**src/rtl/dmem_arbiter.sv**
```systemverilog
`default_nettype none
// ============================================================================
// Module      : dmem_arbiter
// Description : Round-robin arbiter/sequencer for the single-ported data memory.
// Revision    : 1.0 - initial release
// ============================================================================
module dmem_arbiter #(
    parameter int MEM_BYTES = 256
) (
    input  logic             clk,
    input  logic             rst,
    input  logic [1:0]       req_valid,
    output logic [1:0]       req_ready,
    input  logic [1:0][31:0] req_addr,
    input  logic [1:0][31:0] req_wdata,
    input  logic [1:0]       req_we,
    input  logic [1:0][1:0]  req_dw,
    input  logic [1:0]       req_sign,
    output logic [1:0]       resp_valid,
    output logic [31:0]      resp_rdata,
    output logic             resp_err,
    output logic             mem_l,
    output logic             mem_s,
    output logic [31:0]      mem_addr,
    output logic [31:0]      mem_wdata,
    output logic [1:0]       mem_dw,
    output logic             mem_sign,
    input  logic [31:0]      mem_rdata
);

    localparam logic [32:0] c_mem_bytes = 33'(MEM_BYTES);

    typedef enum logic [1:0] {
        S_IDLE  = 2'd0,
        S_ISSUE = 2'd1,
        S_RESP  = 2'd2
    } state_t;

    state_t      r_state;
    state_t      w_next;
    logic        r_last_grant;
    logic        r_port;
    logic [31:0] r_addr;
    logic [31:0] r_wdata;
    logic        r_we;
    logic [1:0]  r_dw;
    logic        r_sign;
    logic        r_err;

    logic        w_grant;
    logic        w_hs;
    logic [31:0] w_sel_addr;
    logic [1:0]  w_sel_dw;
    logic [32:0] w_size;
    logic [32:0] w_last_byte;
    logic        w_err;

    // Contention goes to the port that did not win last time.
    assign w_grant    = (&req_valid) ? ~r_last_grant : req_valid[1];
    assign w_sel_addr = req_addr[w_grant];
    assign w_sel_dw   = req_dw[w_grant];

    always_comb begin
        case (w_sel_dw)
            2'd0:    w_size = 33'd1;
            2'd1:    w_size = 33'd2;
            default: w_size = 33'd4;
        endcase
    end

    // 33-bit sum so addresses near 2^32 cannot wrap back into range.
    assign w_last_byte = {1'b0, w_sel_addr} + w_size - 33'd1;
    assign w_err = (w_sel_dw == 2'd3)
                 | ((w_sel_dw == 2'd1) & w_sel_addr[0])
                 | ((w_sel_dw == 2'd2) & (w_sel_addr[1:0] != 2'b00))
                 | (w_last_byte >= c_mem_bytes);

    always_ff @(posedge clk) begin
        if (rst) begin
            r_state <= S_IDLE;
        end else begin
            r_state <= w_next;
        end
    end

    always_comb begin
        w_next     = r_state;
        w_hs       = 1'b0;
        req_ready  = 2'b00;
        mem_l      = 1'b0;
        mem_s      = 1'b0;
        resp_valid = 2'b00;
        resp_rdata = 32'd0;
        resp_err   = 1'b0;
        case (r_state)
            S_IDLE: begin
                if (|req_valid) begin
                    req_ready[w_grant] = 1'b1;
                    w_hs               = 1'b1;
                    w_next             = S_ISSUE;
                end
            end
            S_ISSUE: begin
                mem_l  = ~r_we & ~r_err;
                mem_s  = r_we & ~r_err;
                w_next = S_RESP;
            end
            S_RESP: begin
                resp_valid[r_port] = 1'b1;
                resp_err           = r_err;
                if (!r_we && !r_err) begin
                    resp_rdata = mem_rdata;
                end
                w_next = S_IDLE;
            end
            default: w_next = S_IDLE;
        endcase
        // Reset silences every output immediately, including an in-flight strobe.
        if (rst) begin
            w_hs       = 1'b0;
            req_ready  = 2'b00;
            mem_l      = 1'b0;
            mem_s      = 1'b0;
            resp_valid = 2'b00;
            resp_rdata = 32'd0;
            resp_err   = 1'b0;
        end
    end

    always_ff @(posedge clk) begin
        if (rst) begin
            r_last_grant <= 1'b1;
            r_port       <= 1'b0;
            r_addr       <= 32'd0;
            r_wdata      <= 32'd0;
            r_we         <= 1'b0;
            r_dw         <= 2'd0;
            r_sign       <= 1'b0;
            r_err        <= 1'b0;
        end else if (w_hs) begin
            r_last_grant <= w_grant;
            r_port       <= w_grant;
            r_addr       <= w_sel_addr;
            r_wdata      <= req_wdata[w_grant];
            r_we         <= req_we[w_grant];
            r_dw         <= w_sel_dw;
            r_sign       <= req_sign[w_grant];
            r_err        <= w_err;
        end
    end

    // Data lines simply reflect the latches, so they hold outside ISSUE.
    assign mem_addr  = rst ? 32'd0 : r_addr;
    assign mem_wdata = rst ? 32'd0 : r_wdata;
    assign mem_dw    = rst ? 2'd0  : r_dw;
    assign mem_sign  = rst ? 1'b0  : r_sign;

endmodule
`default_nettype wire

```
**config.mk**
```make
export PLATFORM = sky130hd
export DESIGN_NAME = dmem_arbiter
export DESIGN_NICKNAME = d
export VERILOG_FILES = /design/src/rtl/dmem_arbiter.sv
export SDC_FILE = /design/constraint.sdc
export NUM_CORES = 1
export LEC_CHECK = 0
export BUFFER_PORTS_ARGS = -buffer_cell sky130_fd_sc_hd__buf_4
export CAP_MARGIN = 10
export CORE_MARGIN = 10
export CORE_UTILIZATION = 35
export DETAILED_ROUTE_END_ITERATION = 6
export GPL_ROUTABILITY_DRIVEN = 1
export PLACE_DENSITY = 0.66
export SYNTH_ARGS = -nofsm -noshare
export SYNTH_HDL_FRONTEND = slang
export SYNTH_SLANG_ARGS = --single-unit
```
**constraint.sdc**
```tcl
create_clock -name clk -period 6.4 [get_ports clk]
set_clock_uncertainty 0.2 [all_clocks]
set_input_delay 1.28 -clock clk [delete_from_list [all_inputs] [get_ports clk]]
set_output_delay 1.28 -clock clk [all_outputs]
set_load 0.01 [all_outputs]
```
Word-level counts from Yosys, hierarchy flattened

Index checks and enable logic that the tools add are counted.

Register bits: 73
Input port bits: 172
Output and inout port bits: 106
Logic and storage cells: 81

Add/sub/neg operators: 2
$lt $le $gt $ge: 5
Equality and inequality tests: 6
Mux-type cells: 39
Bitwise operators: 10
Reductions and logical operators: 10

Operators with widths:

| operator                                             | count |
|---|---|
| 2-to-1 mux 32 bit                                    | 9 |
| adder 32 x 33 -> 33 bit                              | 1 |
| >= comparator 33 x 9 -> 1 bit, second input constant | 1 |
| subtractor 33 x 1 -> 33 bit, second input constant   | 1 |
| 2-to-1 mux 2 bit                                     | 9 |
| 2-to-1 mux 1 bit                                     | 17 |
| equality test 2 bit, second input constant           | 3 |
| case mux 3 bit (2 select lines)                      | 1 |
| AND 1 bit                                            | 4 |
| equality test 2 x 1 -> 1 bit, second input constant  | 2 |
| zero test 2 bit                                      | 2 |
| < comparator 1 x 2 -> 1 bit, second input constant   | 2 |
| case mux 2 bit (2 select lines)                      | 1 |
| logical AND 1 bit                                    | 3 |
| inverter 1 bit                                       | 3 |
| bitwise OR 1 bit                                     | 3 |
| demux 1 bit (select 1 bit)                           | 2 |
| >= comparator 1 bit, second input constant           | 2 |
| zero test 1 bit                                      | 2 |
| != test 2 bit, second input constant                 | 1 |
| AND reduction 2 bit                                  | 1 |
| nonzero test 2 bit                                   | 1 |
| OR reduction 2 bit                                   | 1 |

Longest topological paths before layout

Depth in word-level cells: 10
Gate-level depth with buffers: 20
Mapped depth without buffers: 18

Worst setup path after synthesis

No wires, ideal clock.

Kind: input -> register
Start: in req_valid[1]
End: reg r_err
Library setup time: 0.121 ns
Arrival time: 5.921 ns
Required time: 6.079 ns
Slack: 0.158 ns
Cell stages on the path: 20
Path buffers: 2
Cells stage by stage: a21boi_2 -> buf_1 -> buf_1 -> mux2_2 -> nand2_1 -> ha_1 -> inv_1 -> ha_1 -> inv_1 -> fa_1 -> nor2b_1 -> o2111ai_2 -> a211oi_1 -> nor2_1 -> xnor2_1 -> or4_1 -> a2111o_1 -> a2111o_1 -> nor4_1 -> nor2_1

Longest elaborated chain between the ends: 10
Elaborated cells on any way between the ends: 24
Classes of those cells: 2 x add/sub; 1 x order compare; 3 x eq/ne; 9 x mux; 5 x bitwise; 4 x reduce/logical

RTL lines:

| element                                                                | line   | source |
|---|---|---|
| start: declaration                                                     | 12     | `input logic [1:0] req_valid,` |
| AND reduction 2 bit                                                    | 59     | `assign w_grant = (&req_valid) ? ~r_last_grant : req_valid[1];` |
| 2-to-1 mux 1 bit                                                       | 59     |  |
| 2-to-1 mux 2 bit (implied by the code) (2 in a row)                    | 61     | `assign w_sel_dw = req_dw[w_grant];` |
| equality test 2 x 1 -> 1 bit / zero test 2 bit (equally long branches) | 64, 74 |  |
| case mux 3 bit (2 select lines)                                        | 64     | `case (w_sel_dw)` |
| adder 32 x 33 -> 33 bit                                                | 72     | `assign w_last_byte = {1'b0, w_sel_addr} + w_size - 33'd1;` |
| subtractor 33 x 1 -> 33 bit                                            | 72     |  |
| >= comparator 33 x 9 -> 1 bit                                          | 76     | `\| (w_last_byte >= c_mem_bytes);` |
| bitwise OR 1 bit                                                       | 76     |  |
| end signal: assignment                                                 | 148    | `r_err <= w_err;` |
| end: declaration                                                       | 48     | `logic r_err;` |

Parallel ways exist; a longest one is shown, timed or not. The select of a mux whose other input is x is not followed.
A chain may end at the register's enable or synchronous reset.

Worst setup path after layout

Start: in req_valid[0]
End: reg r_err

The elaborated chain is that of the path after synthesis.

==> flow_metrics.tcl <==
set metrics [dict create \
    status "completed" \
    ys_dominant_reg_cell "dfxtp_1" \
    cts.sinks 73 \
    fin_crit_sh 0.886 \
    critPathTopFamily "compound AO/OA/AOI/OAI gates" \
    final_nets 1200 \
    initial_core_util 0.356 \
    fmax_mhz 176 \
    synth_cells 742 \
    grt_use_total 0.184 \
    leakagePower_nw 4.05 \
    grt_pass1_vias 6277 \
    die_h_um 150 \
    syn_to_final_growth_pct 44.0 \
    avgSynthCellArea_um2 7.94 \
    worstPathArrival_ps 5700 \
    power.share.switching 0.348 \
    hpwl_um 17500 \
    startpoint_type "primary input" \
    mostFrequentLayoutCells "286 x buf_4, 73 x dfxtp_1, 71 x nor2_1, 71 x nor2b_1, 49 x inv_1" \
    path_clk_slew_ps 60 \
    drc_errors 0 \
    p_int_mw 1.20 \
    drt_iter0_drc 601 \
    p_comb_frac 0.411 \
    worstPathCellList "buf_4 > a21boi_4 > buf_4 > mux2i_1 > ha_1 > inv_1 > ha_1 > inv_1 > fa_1 > nor2b_1 > o2111ai_2 > a211oi_1 > nor2_1 > xnor2_1 > or4_1 > a2111o_1 > a2111o_1 > nor4_1 > nor2_1" \
    setup_viol 0 \
    drive_above_1_share 0.352 \
    clk_path_buf_depth 2 \
    hp-class "register to register" \
    vias 6358 \
    cpMaxStageDelayCell "or4_1" \
    antenna_left 0 \
    cts_buffers 9 \
    finalHoldViolCount 0 \
    synth_area_leaders "dfxtp_1 25%, nor2b_1 7.5%, ha_1 7.2%, mux2_2 6.3%, mux2i_1 5.6%" \
    grt.overflow.total 0 \
    switchingPower_mw 0.641 \
    port_buffers 277 \
    wl_per_cell_um 18.0 \
    fin_setup_tns_ps 0 \
    grt_pass1_wl_um 33500 \
    antenna_found_initial 0 \
    synth.net_count 949 \
    p_per_area_mw_per_mm2 217 \
    clkLatencyLatePin_ps 340 \
    cp_num_buf_inv 4 \
    maxCapViolations 0 \
    ys_seq_area_frac 0.248 \
    ys_ff_latch 73 \
    num_antenna_cells 0 \
    pin_count 278 \
    fin_util 0.513 \
    max_slew_margin 0.531 \
    p_total_mw 1.84 \
    stdcell_count 1218 \
    pwr-share-clk 0.309 \
    required_ps 6430 \
    root_buffer "clkbuf_16" \
    cts_tree "yes" \
    rsz0062_at_grt "no" \
    core-area_mm2 0.0165 \
    h-tree-depth 3 \
    critPathMaxStageDelay_ps 500 \
    via_per_inst 5.22 \
    post_cts_buffers 0 \
    period_needed_ps 5670 \
    firstDrtPassIters 6 \
    yosysWarnings 0 \
    cts_resized 0 \
    cp_max_fo 13 \
    final-max-slew-violation-count 0 \
    nFillCells 1645 \
    setup.worst_path.end_class "register" \
    rows 47 \
    fp.dieW_um 150 \
    synth_edf_count 0 \
    synth_top_area_cell "dfxtp_1" \
    hold_buffers 0 \
    synth_top_area_frac 0.248 \
    grt_max_degree 73 \
    die_area_mm2 0.0224 \
    final_common_cell "buf_4" \
    tightest_slew_ps 703 \
    dp.cells 1202 \
    ir_drop_v 0.000126 \
    seq_power_share 0.280 \
    ys_types 65 \
    totalWireLength_um 21900 \
    critPathKind "primary input to register" \
    timing.hold.ws_ps 306 \
    synthArstFlopShare 0 \
    synth_area_mm2 0.00589 \
    gp_congestion 0.914 \
]
[synthesized netlist by cell type (4+ instances only)]
cell type  instances
a22oi_1            5
a2111oi_0          4
xor2_1             4
clkbuf_1          31
nor2_1            72
nor3b_1            5
nor4_1             5
a211oi_1           7
or3_1              5
nand3b_1           4
inv_1             49
nand3_1            5
mux2_2            33
o31ai_1            5
buf_1              7
xnor2_1           10
dfxtp_1           73
mux2i_1           33
o21bai_1           8
nand2_1           48
a21o_1            10
nor2b_1           71
nand4_1           10
and2_1            34
a222oi_1          29
buf_2              7
o21ai_0           24
o21a_1             5
a21oi_1           33
ha_1              34
nor3_1            21
[final cells by class]
cell class	count	area [µm²]	share of cell area
flip-flops and latches	73	1460	0.172
clock inverters	6	87.6	0.0103
repair buffers	286	2150	0.253
well taps	220	275	0.0325
multi-input cells	574	4090	0.482
clock buffers	10	239	0.0282
inverters	49	184	0.0217
[through the flow]
stage | setup WS, ps | cell area, µm²
finish | 731 | 8480
global route | 397 | 8480
CTS | 718 | 8480
detailed placement | 342 | 8150
global placement | 490 | 8150
floorplan | 158 | 5890
[routing by layer]
metal,wire length (µm),global-route usage
met1,9690,0.240
met2,10400,0.294
met3,1530,0.0495
met4,328,0.0466
met5,0,0
[path summary, 6_finish.rpt]
kind         endpoint  slack [ps]         start  depth (start not counted)
min reg2reg    r_port         310        r_port                          1
max reg2reg     r_err        1480  r_last_grant                         18
min            r_port         310        r_port                          1
max             r_err         730  req_valid[0]                         19
[power by group through the flow]
stage               Sequential, mW  Clock (mW)  Combinational (mW)
global placement             0.524           0               0.751
finish                       0.515       0.569               0.756
global route                 0.520       0.605               0.840
floorplan                    0.521           0               0.501
detailed placement           0.526           0               0.751
CTS                          0.515       0.584               0.755
[kinds of logic after synthesis]
family	count (synthesis)	synth area share
simple gates	291	0.258
compound gates	168	0.216
buf+inv	95	0.0627
flops	73	0.248
mux	66	0.119
fa+ha+maj	35	0.0756
xor+xnor	14	0.0208
[registers in the layout (all words and copies together) (netlist names)]
register and cells:
r_addr 32, r_dw 2, r_err 1, r_last_grant 1, r_port 1, r_sign 1
r_state 2, r_wdata 32, r_we 1
No activity file was read; power rests on OpenSTA's default activity.
